===== config.mk =====
export PLATFORM = sky130hd
export DESIGN_NAME = fle_frac_param
export DESIGN_NICKNAME = d
export VERILOG_FILES = /design/src/rtl/fle_frac_param.sv
export SDC_FILE = /design/constraint.sdc
export NUM_CORES = 1
export LEC_CHECK = 0
export CAP_MARGIN = 20
export CORE_ASPECT_RATIO = 1.25
export CORE_MARGIN = 5
export CORE_UTILIZATION = 60
export CTS_BUF_LIST = sky130_fd_sc_hd__clkbuf_4 sky130_fd_sc_hd__clkbuf_8
export DETAILED_ROUTE_END_ITERATION = 6
export PLACE_DENSITY = 0.79
export RECOVER_POWER = 100
export SLEW_MARGIN = 10
export SYNTH_ARGS = -nofsm -noshare
export SYNTH_HDL_FRONTEND = slang
export SYNTH_SLANG_ARGS = --single-unit

===== constraint.sdc =====
create_clock -name clk -period 2.1 [get_ports clk]
set_input_delay 0.21 -clock clk [delete_from_list [all_inputs] [get_ports clk]]
set_output_delay 0.21 -clock clk [all_outputs]
set_load 0.05 [all_outputs]

===== src/rtl/fle_frac_param.sv =====
// Fracturable K-input logic element with a serial configuration chain.
// It can act as one K-LUT or as two (K-1)-LUTs, and each output can be taken combinationally or from a flip-flop.
module fle_frac_param #(
    parameter int K    = 6,
    parameter int FRAC = 1
) (
    input  logic         clk,
    input  logic         reset,
    input  logic         cfg_done,
    input  logic         ccff_shift,
    input  logic         ccff_head,
    input  logic [K-1:0] fle_in,
    input  logic         fle_en,
    output logic [1:0]   fle_out,
    output logic         ccff_tail,
    output logic         cfg_full
);

    localparam int LUT_N = 1 << K;
    localparam int CFG_W = LUT_N + 3;
    localparam int CNT_W = $clog2(CFG_W + 1);
    localparam logic [CNT_W-1:0] CNT_MAX = CNT_W'(CFG_W);

    logic [CFG_W-1:0] cfg;
    logic [CNT_W-1:0] cfg_cnt;
    logic [LUT_N-1:0] lut;
    logic             frac_mode;
    logic [1:0]       reg_sel;
    logic [K-2:0]     sub_idx;
    logic [1:0]       lut_o;
    logic [1:0]       ff;

    assign lut       = cfg[LUT_N-1:0];
    assign frac_mode = (FRAC != 0) && cfg[LUT_N];
    assign reg_sel   = cfg[LUT_N+2:LUT_N+1];
    assign sub_idx   = fle_in[K-2:0];
    assign ccff_tail = cfg[CFG_W-1];
    assign cfg_full  = (cfg_cnt == CNT_MAX);

    // A user reset while locked must not destroy the loaded function.
    always_ff @(posedge clk) begin
        if (reset && !cfg_done) begin
            cfg     <= '0;
            cfg_cnt <= '0;
        end else if (ccff_shift && !cfg_done) begin
            cfg <= {cfg[CFG_W-2:0], ccff_head};
            if (cfg_cnt != CNT_MAX)
                cfg_cnt <= cfg_cnt + 1'b1;
        end
    end

    always_comb begin
        lut_o = '0;
        if (frac_mode) begin
            lut_o[0] = lut[{1'b0, sub_idx}];
            lut_o[1] = lut[{1'b1, sub_idx}];
        end else begin
            lut_o[0] = lut[fle_in];
        end
    end

    always_ff @(posedge clk) begin
        if (reset)
            ff <= '0;
        else if (fle_en)
            ff <= lut_o;
    end

    // Outputs stay quiet until the chain is locked.
    always_comb begin
        fle_out = '0;
        if (cfg_done) begin
            for (int i = 0; i < 2; i++)
                fle_out[i] = reg_sel[i] ? ff[i] : lut_o[i];
        end
    end

endmodule


==> results of run 1 <==
## through the flow
step	hold WS (ps)	cells
after floorplan	278	413
after CTS	386	506
after global placement	454	474
after detailed placement	461	474
after global routing	406	508
final	393	508
## synth_stat cells, types with 2 or more instances
master / count
dfxtp_1: 76
mux4_2: 6
nand2_1: 142
buf_2: 3
xor2_1: 3
a221oi_1: 2
buf_1: 9
nand2b_1: 4
a2111oi_0: 4
a22oi_1: 2
clkbuf_1: 13
mux2i_1: 18
o21ai_2: 2
nor2_1: 9
o21ai_0: 3
nand4b_1: 2
a31oi_1: 2
xnor2_1: 2
inv_1: 3
buf_6: 6
nor2b_1: 9
a21oi_1: 71
nand4_1: 2
or3_1: 2
## per-layer routing
metal	up-vias	part of all wire	global-route usage
met5	-	0	0
met4	0	0.044	0.0974
met3	44	0.061	0.0653
met2	157	0.50	0.366
met1	1447	0.40	0.267
li1	1445	-	-
## how the worst max path moves through the flow
stage,start,endpoint,cells past startpoint
after floorplan,cfg_cnt[0]$_SDFFE_PP0P_,cfg_cnt[2]$_SDFFE_PP0P_,7
after global placement,fle_in[0],fle_out[0],8
after detailed placement,fle_in[0],fle_out[0],8
after CTS,cfg[7]$_SDFFE_PP0P_,fle_out[0],6
after global routing,cfg[11]$_SDFFE_PP0P_,fle_out[0],7
final,cfg[64]$_SDFFE_PP0P_,ff[0]$_SDFFE_PP0P_,10
## kinds of logic (layout without fill, tap and decap cells)
logic type,Yosys count,after routing,synth area share
buffers and inverters,35,66,0.0578
DFF,76,76,0.448
and+or+nand+nor,177,177,0.221
adders and majority gates,1,1,0.00368
xor gates and xnor gates,5,5,0.0129
AOI/OAI and AO/OA,94,94,0.161
muxes,25,25,0.0961
## state kept, by name (all words and copies together), names as in the netlist
| register | count |
|---|---|
| cfg | 67 |
| cfg_cnt | 7 |
| ff | 2 |
## final cells by class
class,count,area (sq um),area share
multi-input cells,302,1830,0.435
flip-flops and latches,76,1530,0.365
clock inverters,4,95.1,0.0226
well taps,64,80.1,0.0190
inverters,3,11.3,0.00268
repair buffers,47,495,0.118
clock buffers,12,159,0.0378
## tightest hold or removal path, cell delays in order
cell and delay (ps):
clkdlybuf4s50_1 390, nand2_1 50, a21oi_1 50
## what timing repair did
item,in CTS,in global routing
gates resized for setup,32,20
hold buffers,0,0
pin swaps,11,11
endpoints found under the setup margin,2,4
cloned,3,0
buffers inserted,13,2
## power groups by stage
stage               logic, uW  clock network (uW)  registers (uW)
finish                    321                1400            1470
global route              342                1480            1480
CTS                       300                1410            1470
detailed placement        245                   0            1510
global placement          240                   0            1510
floorplan                 172                   0            1500
==> impl_metrics.csv, run 1 <==
group,metric,value,unit
setup_path,worstPathCellList,"and2b_1, a311oi_1, a32o_1, o21ai_2, buf_4, buf_4, buf_4, buf_4, buf_4, a311oi_2",
power_and_ir_drop,vdd_ir_drop_max,0.000564,V
min_path,worstHoldEndpoint,"cfg[0]$_SDFFE_PP0P_",
setup_path,crit_family,"compound AO/OA/AOI/OAI gates",
setup_path,cp.arrival,2530,ps
synth,synthCells,413,
cells_and_area,final_core_util,0.767,
timing,period_share,1.07,
synth,synth_edf_count,0,
detailed_routing,dr.pass1.iters,5,
power_and_ir_drop,switching_share,0.226,
cts,clk_pin_slew,80,ps
power_and_ir_drop,clkPwrFrac,0.438,
power_and_ir_drop,power.density,759,mW/mm^2
power_and_ir_drop,power_switching,722,uW
synth,yosysTopAreaCell,"dfxtp_1",
cts,clk_latency,360,ps
cells_and_area,layout_commonest_cell,"nand2_1",
setup_path,cp_slowest_cell,"dfxtp_1",
detailed_routing,via_per_inst,6.09,
run_status,violations,"negative setup slack",
place,io_buffers,15,
setup_path,endpoint_kind,"register",
global_routing,grt_start_max_net_pins,68,
synth,yosysWarnings,0,
power_and_ir_drop,finalPower,3190,uW
detailed_routing,postRouteAntennaNets,0,
cts,htree_levels,3,
setup_path,rr_endpoint,"ff[0]$_SDFFE_PP0P_",
place,gp_congestion,0.801,
place,dpl_worst_slack,-318,ps
cts,numCtsBuffers,9,
setup_path,cpPeakStageDelay,380,ps
synth,synthArstFlopShare,0,
timing,hold_violations,0,
setup_path,cp_max_fo,2,
synth,yosysTopAreaCellShare,0.448,
synth,synth.distinct_cells,42,
detailed_routing,route.detailed.drc,0,
floorplan,die_y,94.1,um
setup_path,rrSetupSlack,-160,ps
cells_and_area,drive_gt1_frac,0.214,
timing,tightest_slew,731,ps
floorplan,rows,30,
cts,cts_root_buf,"clkbuf_8",
cells_and_area,fin_area,0.00421,sq mm
power_and_ir_drop,pwr-share-seq,0.462,
power_and_ir_drop,leakagePower,0.00151,uW
global_routing,grt_pass1_wl,12.9,mm
min_path,hold_path_depth,3,
power_and_ir_drop,p_int,2470,uW
timing,final.setup.tns,-311,ps
cells_and_area,area_growth,23.8,%
setup_path,worstRegToRegCells,10,
timing,rsz0062_at_grt,"yes",
timing,setup_viol,2,
synth,synth_area_leaders,"dfxtp_1, nand2_1, a21oi_1",
floorplan,initial_core_util,0.620,
cts,cts_buffer_depth,2,
place,dp_hpwl,4.49,mm
detailed_routing,drt_iter0_markers,298,
place,dpl-instance-area,0.00365,sq mm
synth,ys_ff_latch,76,
cells_and_area,fill_cells,330,
setup_path,r2r_start,"cfg[64]$_SDFFE_PP0P_",
timing,maxSlewViolCount,0,
min_path,hp-class,"input port to register",
cts,cts_tree,"done",
global_routing,antenna_found_initial,0,
synth,syn_avg_cell_area,8.23,sq um
setup_path,path_class,"register to register",
timing,fmax,443,MHz
job,maxCapViolations,0,
timing,clock_skew,8.91,ps
detailed_routing,post_drt_wl_per_cell,16.9,um
synth,yosysSeqAreaShare,0.448,
cells_and_area,nNetsFinal,452,
floorplan,core,0.00548,sq mm
global_routing,overflow,0,
min_path,hold_start,"ccff_head",
cells_and_area,insertedDiodeCount,0,
run_status,status,"finished with violations",
timing,maxSlewHeadroom,0.513,
timing,timing.final.ws_setup,-156,ps
cells_and_area,mostFrequentLayoutCells,"nand2_1, a21oi_1, dfxtp_1, buf_4, mux2i_1",
cts,cts.sinks,76,
setup_path,crit_required,2370,ps
floorplan,die_area,0.00728,sq mm
synth,netlist_area,0.00340,sq mm
synth,synth_ff_type,"dfxtp_1",
detailed_routing,vias,3093,
detailed_routing,drt-total-wl,8.58,mm
global_routing,grt_pass1_vias,2753,
power_and_ir_drop,combPwrFrac,0.100,
setup_path,critPathLaunchType,"register",
floorplan,die_x,77.3,um
floorplan,ios,16,
synth,synthesis.nets,426,
timing,period_minus_slack,2260,ps
setup_path,path_buf_inv,5,
global_routing,gr-usage-all-layers,0.222,
setup_path,critPathMostFrequentCell,"buf_4",
Note: power is estimated with default switching activity, not from simulation.
==> inputs of run 2 (changes only) <==
- PLACE_DENSITY: 0.79 -> not set
- PLACE_DENSITY_LB_ADDON: not set -> 0.1
==> impl_metrics.csv, run 2 (synthesis results as in run 1) <==
group,metric,value,unit
place,dpl.cell_count,479,
setup_path,worstPathCellList,"mux4_2, nand2b_4, a32o_2, o21ai_4, a31oi_4, buf_12",
timing,fmax,453,MHz
global_routing,grt_pass1_vias,2780,
power_and_ir_drop,pwr-share-seq,0.508,
setup_path,path_class,"register to primary output",
setup_path,cpPeakStageDelay,480,ps
floorplan,die_y,94.1,um
setup_path,crit_family,"compound AO/OA/AOI/OAI gates",
setup_path,worstRegToRegCells,9,
cells_and_area,mostFrequentLayoutCells,"nand2_1, a21oi_1, dfxtp_1, buf_4, mux2i_1",
timing,maxSlewViolCount,0,
detailed_routing,route.detailed.drc,0,
power_and_ir_drop,combPwrFrac,0.105,
power_and_ir_drop,switching_share,0.246,
timing,timing.final.ws_setup,-105,ps
setup_path,cp_max_fo,3,
place,dp_hpwl,4.57,mm
cells_and_area,largest_reg_flops,67,
power_and_ir_drop,vdd_ir_drop_max,0.000494,V
place,gp_congestion,0.820,
timing,hold_violations,0,
setup_path,crit_start,"cfg[7]$_SDFFE_PP0P_",
detailed_routing,postRouteAntennaNets,0,
cts,cts_tree,"done",
power_and_ir_drop,power.density,700,mW/mm^2
timing,setup_viol,2,
setup_path,endpoint_kind,"primary output",
floorplan,core,0.00548,sq mm
detailed_routing,drt_iter0_markers,218,
global_routing,grt_start_max_net_pins,75,
floorplan,rows,30,
setup_path,cp.arrival,2000,ps
global_routing,grt_pass1_wl,12.9,mm
timing,final.setup.tns,-143,ps
cts,cts_buffer_depth,2,
job,maxCapViolations,0,
cells_and_area,final_core_util,0.756,
cts,cts.sinks,76,
cells_and_area,reg_top3,"cfg x67, cfg_cnt x7, ff x2",
timing,clock_skew,6.19,ps
cells_and_area,nNetsFinal,449,
timing,period_share,1.05,
timing,tightest_slew,723,ps
power_and_ir_drop,p_int,2190,uW
cells_and_area,insertedDiodeCount,0,
timing,period_minus_slack,2210,ps
global_routing,overflow,0,
detailed_routing,via_per_inst,5.78,
floorplan,ios,16,
power_and_ir_drop,clkPwrFrac,0.387,
power_and_ir_drop,finalPower,2900,uW
min_path,hp-class,"input port to register",
global_routing,gr-usage-all-layers,0.220,
power_and_ir_drop,leakagePower,0.00147,uW
setup_path,crit_required,1890,ps
min_path,hold_path_depth,3,
global_routing,antenna_found_initial,0,
run_status,violations,"negative setup slack",
cells_and_area,drive_gt1_frac,0.195,
cts,clk_pin_slew,80,ps
detailed_routing,dr.pass1.iters,4,
cells_and_area,area_growth,22.0,%
cells_and_area,layout_commonest_cell,"nand2_1",
cts,clk_latency,350,ps
setup_path,path_buf_inv,1,
cells_and_area,top_register,"cfg",
power_and_ir_drop,power_switching,713,uW
floorplan,die_x,77.3,um
setup_path,cp.depth,6,
floorplan,initial_core_util,0.620,
cts,numCtsBuffers,9,
detailed_routing,vias,2911,
run_status,status,"finished with violations",
cts,cts_root_buf,"clkbuf_8",
place,io_buffers,15,
setup_path,cp_slowest_cell,"mux4_2",
place,dpl_worst_slack,-309,ps
cts,htree_levels,3,
setup_path,r2r_start,"cfg[7]$_SDFFE_PP0P_",
timing,maxSlewHeadroom,0.518,
cells_and_area,finalNonFillerCells,504,
setup_path,critPathLaunchType,"register",
detailed_routing,post_drt_wl_per_cell,15.2,um
timing,rsz0062_at_grt,"yes",
min_path,hold_start,"ccff_head",
floorplan,die_area,0.00728,sq mm
detailed_routing,drt-total-wl,7.67,mm
## run 2: per-stage QoR
step / cell area (sq um) / hold slack, ps
final: 4140 / 398
after global routing: 4140 / 418
after CTS: 4070 / 389
after detailed placement: 3710 / 458
after global placement: 3710 / 449
after floorplan: 3410 / 278
## run 2: path summary, 6_finish.rpt
path / endpoint / slack [ps]
worst max register to register: ff[0]$_SDFFE_PP0P_ / 130
worst max-delay path: fle_out[0] / -110
worst min-delay path: cfg[0]$_SDFFE_PP0P_ / 400
worst min register to register: cfg[25]$_SDFFE_PP0P_ / 470
## run 2: power by group through the flow
| stage | Clock (uW) | Combinational [uW] | Sequential [uW] |
|---|---|---|---|
| after floorplan | 0 | 172 | 1500 |
| after global placement | 0 | 255 | 1510 |
| after detailed placement | 0 | 258 | 1510 |
| after CTS | 1130 | 288 | 1470 |
| after global routing | 1210 | 326 | 1480 |
| final | 1120 | 304 | 1470 |
## run 2: layout make-up
class	instances	area [sq um]
Fill cell	394	1340
Clock inverter	4	50.0
Inverter	3	11.3
Sequential cell	76	1530
Multi-Input combinational cell	302	1830
Clock buffer	11	145
Tap cell	64	80.1
Timing Repair Buffer	44	500
## run 2: layer usage
metal / up-vias / share of wire / global-route usage / wire (um)
li1: 1442 / - / - / -
met1: 1378 / 0.43 / 0.270 / 3300
met2: 70 / 0.49 / 0.353 / 3790
met3: 21 / 0.040 / 0.0518 / 304
met4: 0 / 0.036 / 0.119 / 274
met5: - / 0 / 0 / 0
## run 2: what timing repair did
action / in CTS / in global routing
pin swaps: 10 / 10
setup endpoints to repair: 3 / 3
gates resized for setup: 22 / 20
hold buffers: 0 / 0
cloned: 2 / 0
setup buffers: 6 / 2
## run 2: worst register-to-register path, delay by kind of cell (launching register included)
family | cells | cell delay (ps)
and+or+nand+nor | 1 | 150
buffers and inverters | 4 | 410
DFF | 1 | 330
muxes | 1 | 480
AOI/OAI and AO/OA | 3 | 480
==> inputs of run 3 (changes only) <==
- TNS_END_PERCENT: not set -> 5
==> impl_metrics.csv, run 3 (synthesis results as in run 1) <==
group,metric,value,unit
run_status,status,"finished with violations",
run_status,violations,"negative setup slack",
setup_path,rrSetupSlack,170,ps
cells_and_area,fill_cells,398,
power_and_ir_drop,vdd_ir_drop_max,0.000759,V
power_and_ir_drop,power.density,748,mW/mm^2
timing,hold_violations,0,
detailed_routing,drt-total-wl,7.30,mm
min_path,hold_path_depth,3,
global_routing,gr-usage-all-layers,0.208,
timing,clock_skew,6.16,ps
detailed_routing,route.detailed.drc,0,
floorplan,die_area,0.00728,sq mm
min_path,worstHoldEndpoint,"cfg[0]$_SDFFE_PP0P_",
setup_path,cp_max_fo,3,
detailed_routing,post_drt_wl_per_cell,14.5,um
cts,cts.sinks,76,
cts,cts_buffer_depth,2,
cts,cts_root_buf,"clkbuf_8",
detailed_routing,postRouteAntennaNets,0,
timing,setup_viol,3,
floorplan,die_y,94.1,um
power_and_ir_drop,clkPwrFrac,0.429,
cells_and_area,area_growth,21.7,%
global_routing,grt_start_max_net_pins,75,
cells_and_area,layout_commonest_cell,"nand2_1",
power_and_ir_drop,leakagePower,0.00148,uW
timing,period_share,1.04,
setup_path,path_class,"register to primary output",
timing,final.setup.tns,-124,ps
job,maxCapViolations,0,
power_and_ir_drop,finalPower,3090,uW
min_path,hp-class,"input port to register",
detailed_routing,dr.pass1.iters,4,
global_routing,gr-usage-met3,0.0547,
floorplan,initial_core_util,0.620,
setup_path,cp.arrival,1970,ps
setup_path,crit_required,1890,ps
global_routing,antenna_found_initial,0,
timing,timing.final.ws_setup,-84.3,ps
power_and_ir_drop,switching_share,0.223,
global_routing,grt_use_met2,0.332,
min_path,hold_start,"ccff_head",
timing,tightest_slew,733,ps
cells_and_area,insertedDiodeCount,0,
global_routing,top_usage_layer,"met2",
global_routing,grt_pass1_wl,12.3,mm
timing,fmax,458,MHz
cts,clk_latency,350,ps
timing,whs,412,ps
timing,rsz0062_at_grt,"yes",
cells_and_area,nNetsFinal,447,
cells_and_area,final_core_util,0.754,
cells_and_area,reg_top3,"cfg x67, cfg_cnt x7, ff x2",
detailed_routing,vias,2828,
setup_path,rr_endpoint,"cfg_cnt[2]$_SDFFE_PP0P_",
power_and_ir_drop,combPwrFrac,0.095,
global_routing,overflow,0,
cts,clk_pin_slew,70,ps
cts,numCtsBuffers,9,
timing,maxSlewHeadroom,0.511,
place,gp_congestion,0.771,
detailed_routing,drt_iter0_markers,228,
cells_and_area,largest_reg_flops,67,
detailed_routing,via_per_inst,5.62,
place,io_buffers,15,
setup_path,r2r_start,"cfg_cnt[0]$_SDFFE_PP0P_",
global_routing,grtUsageMet1,0.262,
floorplan,rows,30,
cells_and_area,drive_gt1_frac,0.191,
power_and_ir_drop,pwr-share-seq,0.476,
setup_path,worstRegToRegCells,7,
power_and_ir_drop,p_int,2400,uW
floorplan,die_x,77.3,um
cells_and_area,top_register,"cfg",
cts,cts_tree,"done",
cells_and_area,mostFrequentLayoutCells,"nand2_1, a21oi_1, dfxtp_1, buf_4, mux2i_1",
timing,period_minus_slack,2180,ps
timing,maxSlewViolCount,0,
setup_path,critPathLaunchType,"register",
cts,htree_levels,3,
place,dp_hpwl,4.40,mm
floorplan,core,0.00548,sq mm
global_routing,grt_pass1_vias,2638,
floorplan,ios,16,
setup_path,endpoint_kind,"primary output",
power_and_ir_drop,power_switching,691,uW
run 3: worst max-delay path by stage:
stage / startpoint / endpoint / slack [ps] / depth (start not counted)
6_report: cfg[6]$_SDFFE_PP0P_ / fle_out[0] / -80 / 6
2_1_floorplan: fle_in[0] / fle_out[1] / -40 / 8
3_3_place_gp: fle_in[1] / fle_out[0] / -260 / 9
3_5_place_dp: fle_in[1] / fle_out[0] / -370 / 9
5_1_grt: cfg[56]$_SDFFE_PP0P_ / fle_out[0] / -170 / 7
4_1_cts: cfg[6]$_SDFFE_PP0P_ / fle_out[0] / -130 / 6
run 3: per-layer routing:
metal  vias up  routed length [um]
li1       1433                   -
met1      1324                3300
met2        58                3540
met3        13                 324
met4         0                 137
met5         -                   0
run 3: repair_timing:
item	CTS	global route
buffers inserted	5	2
setup endpoints to repair	3	3
gates resized for setup	25	15
cloned	1	0
pin swaps	12	9
hold buffers	0	0
run 3: layout make-up:
cell class,instances,area [sq um],area share
multi-input cells,302,1800,0.436
flip-flops and latches,76,1530,0.371
repair buffers,42,468,0.113
clock buffers,11,139,0.0336
clock inverters,5,100,0.0242
well taps,64,80.1,0.0194
inverters,3,11.3,0.00272
run 3: per-stage QoR:
step           setup WS (ps)  cells  cell area (sq um)
2_1_floorplan          -42.6    413               3410
3_3_place_gp            -265    479               3710
3_5_place_dp            -365    479               3710
4_1_cts                 -127    501               4090
5_1_grt                 -165    503               4130
6_report               -84.3    503               4130
run 3: critical path: stages, from the launching register on:
cell and delay, ps:
dfxtp_2 340, mux4_2 450, nand2b_4 150, a32o_2 250, o21ai_4 150, a31oi_4 120
buf_12 160
run 3: power by group through the flow:
stage	Clock (uW)	Sequential [uW]	Combinational [uW]
3_5_place_dp	0	1510	259
2_1_floorplan	0	1500	172
3_3_place_gp	0	1510	253
4_1_cts	1340	1470	287
6_report	1330	1470	293
5_1_grt	1400	1480	314
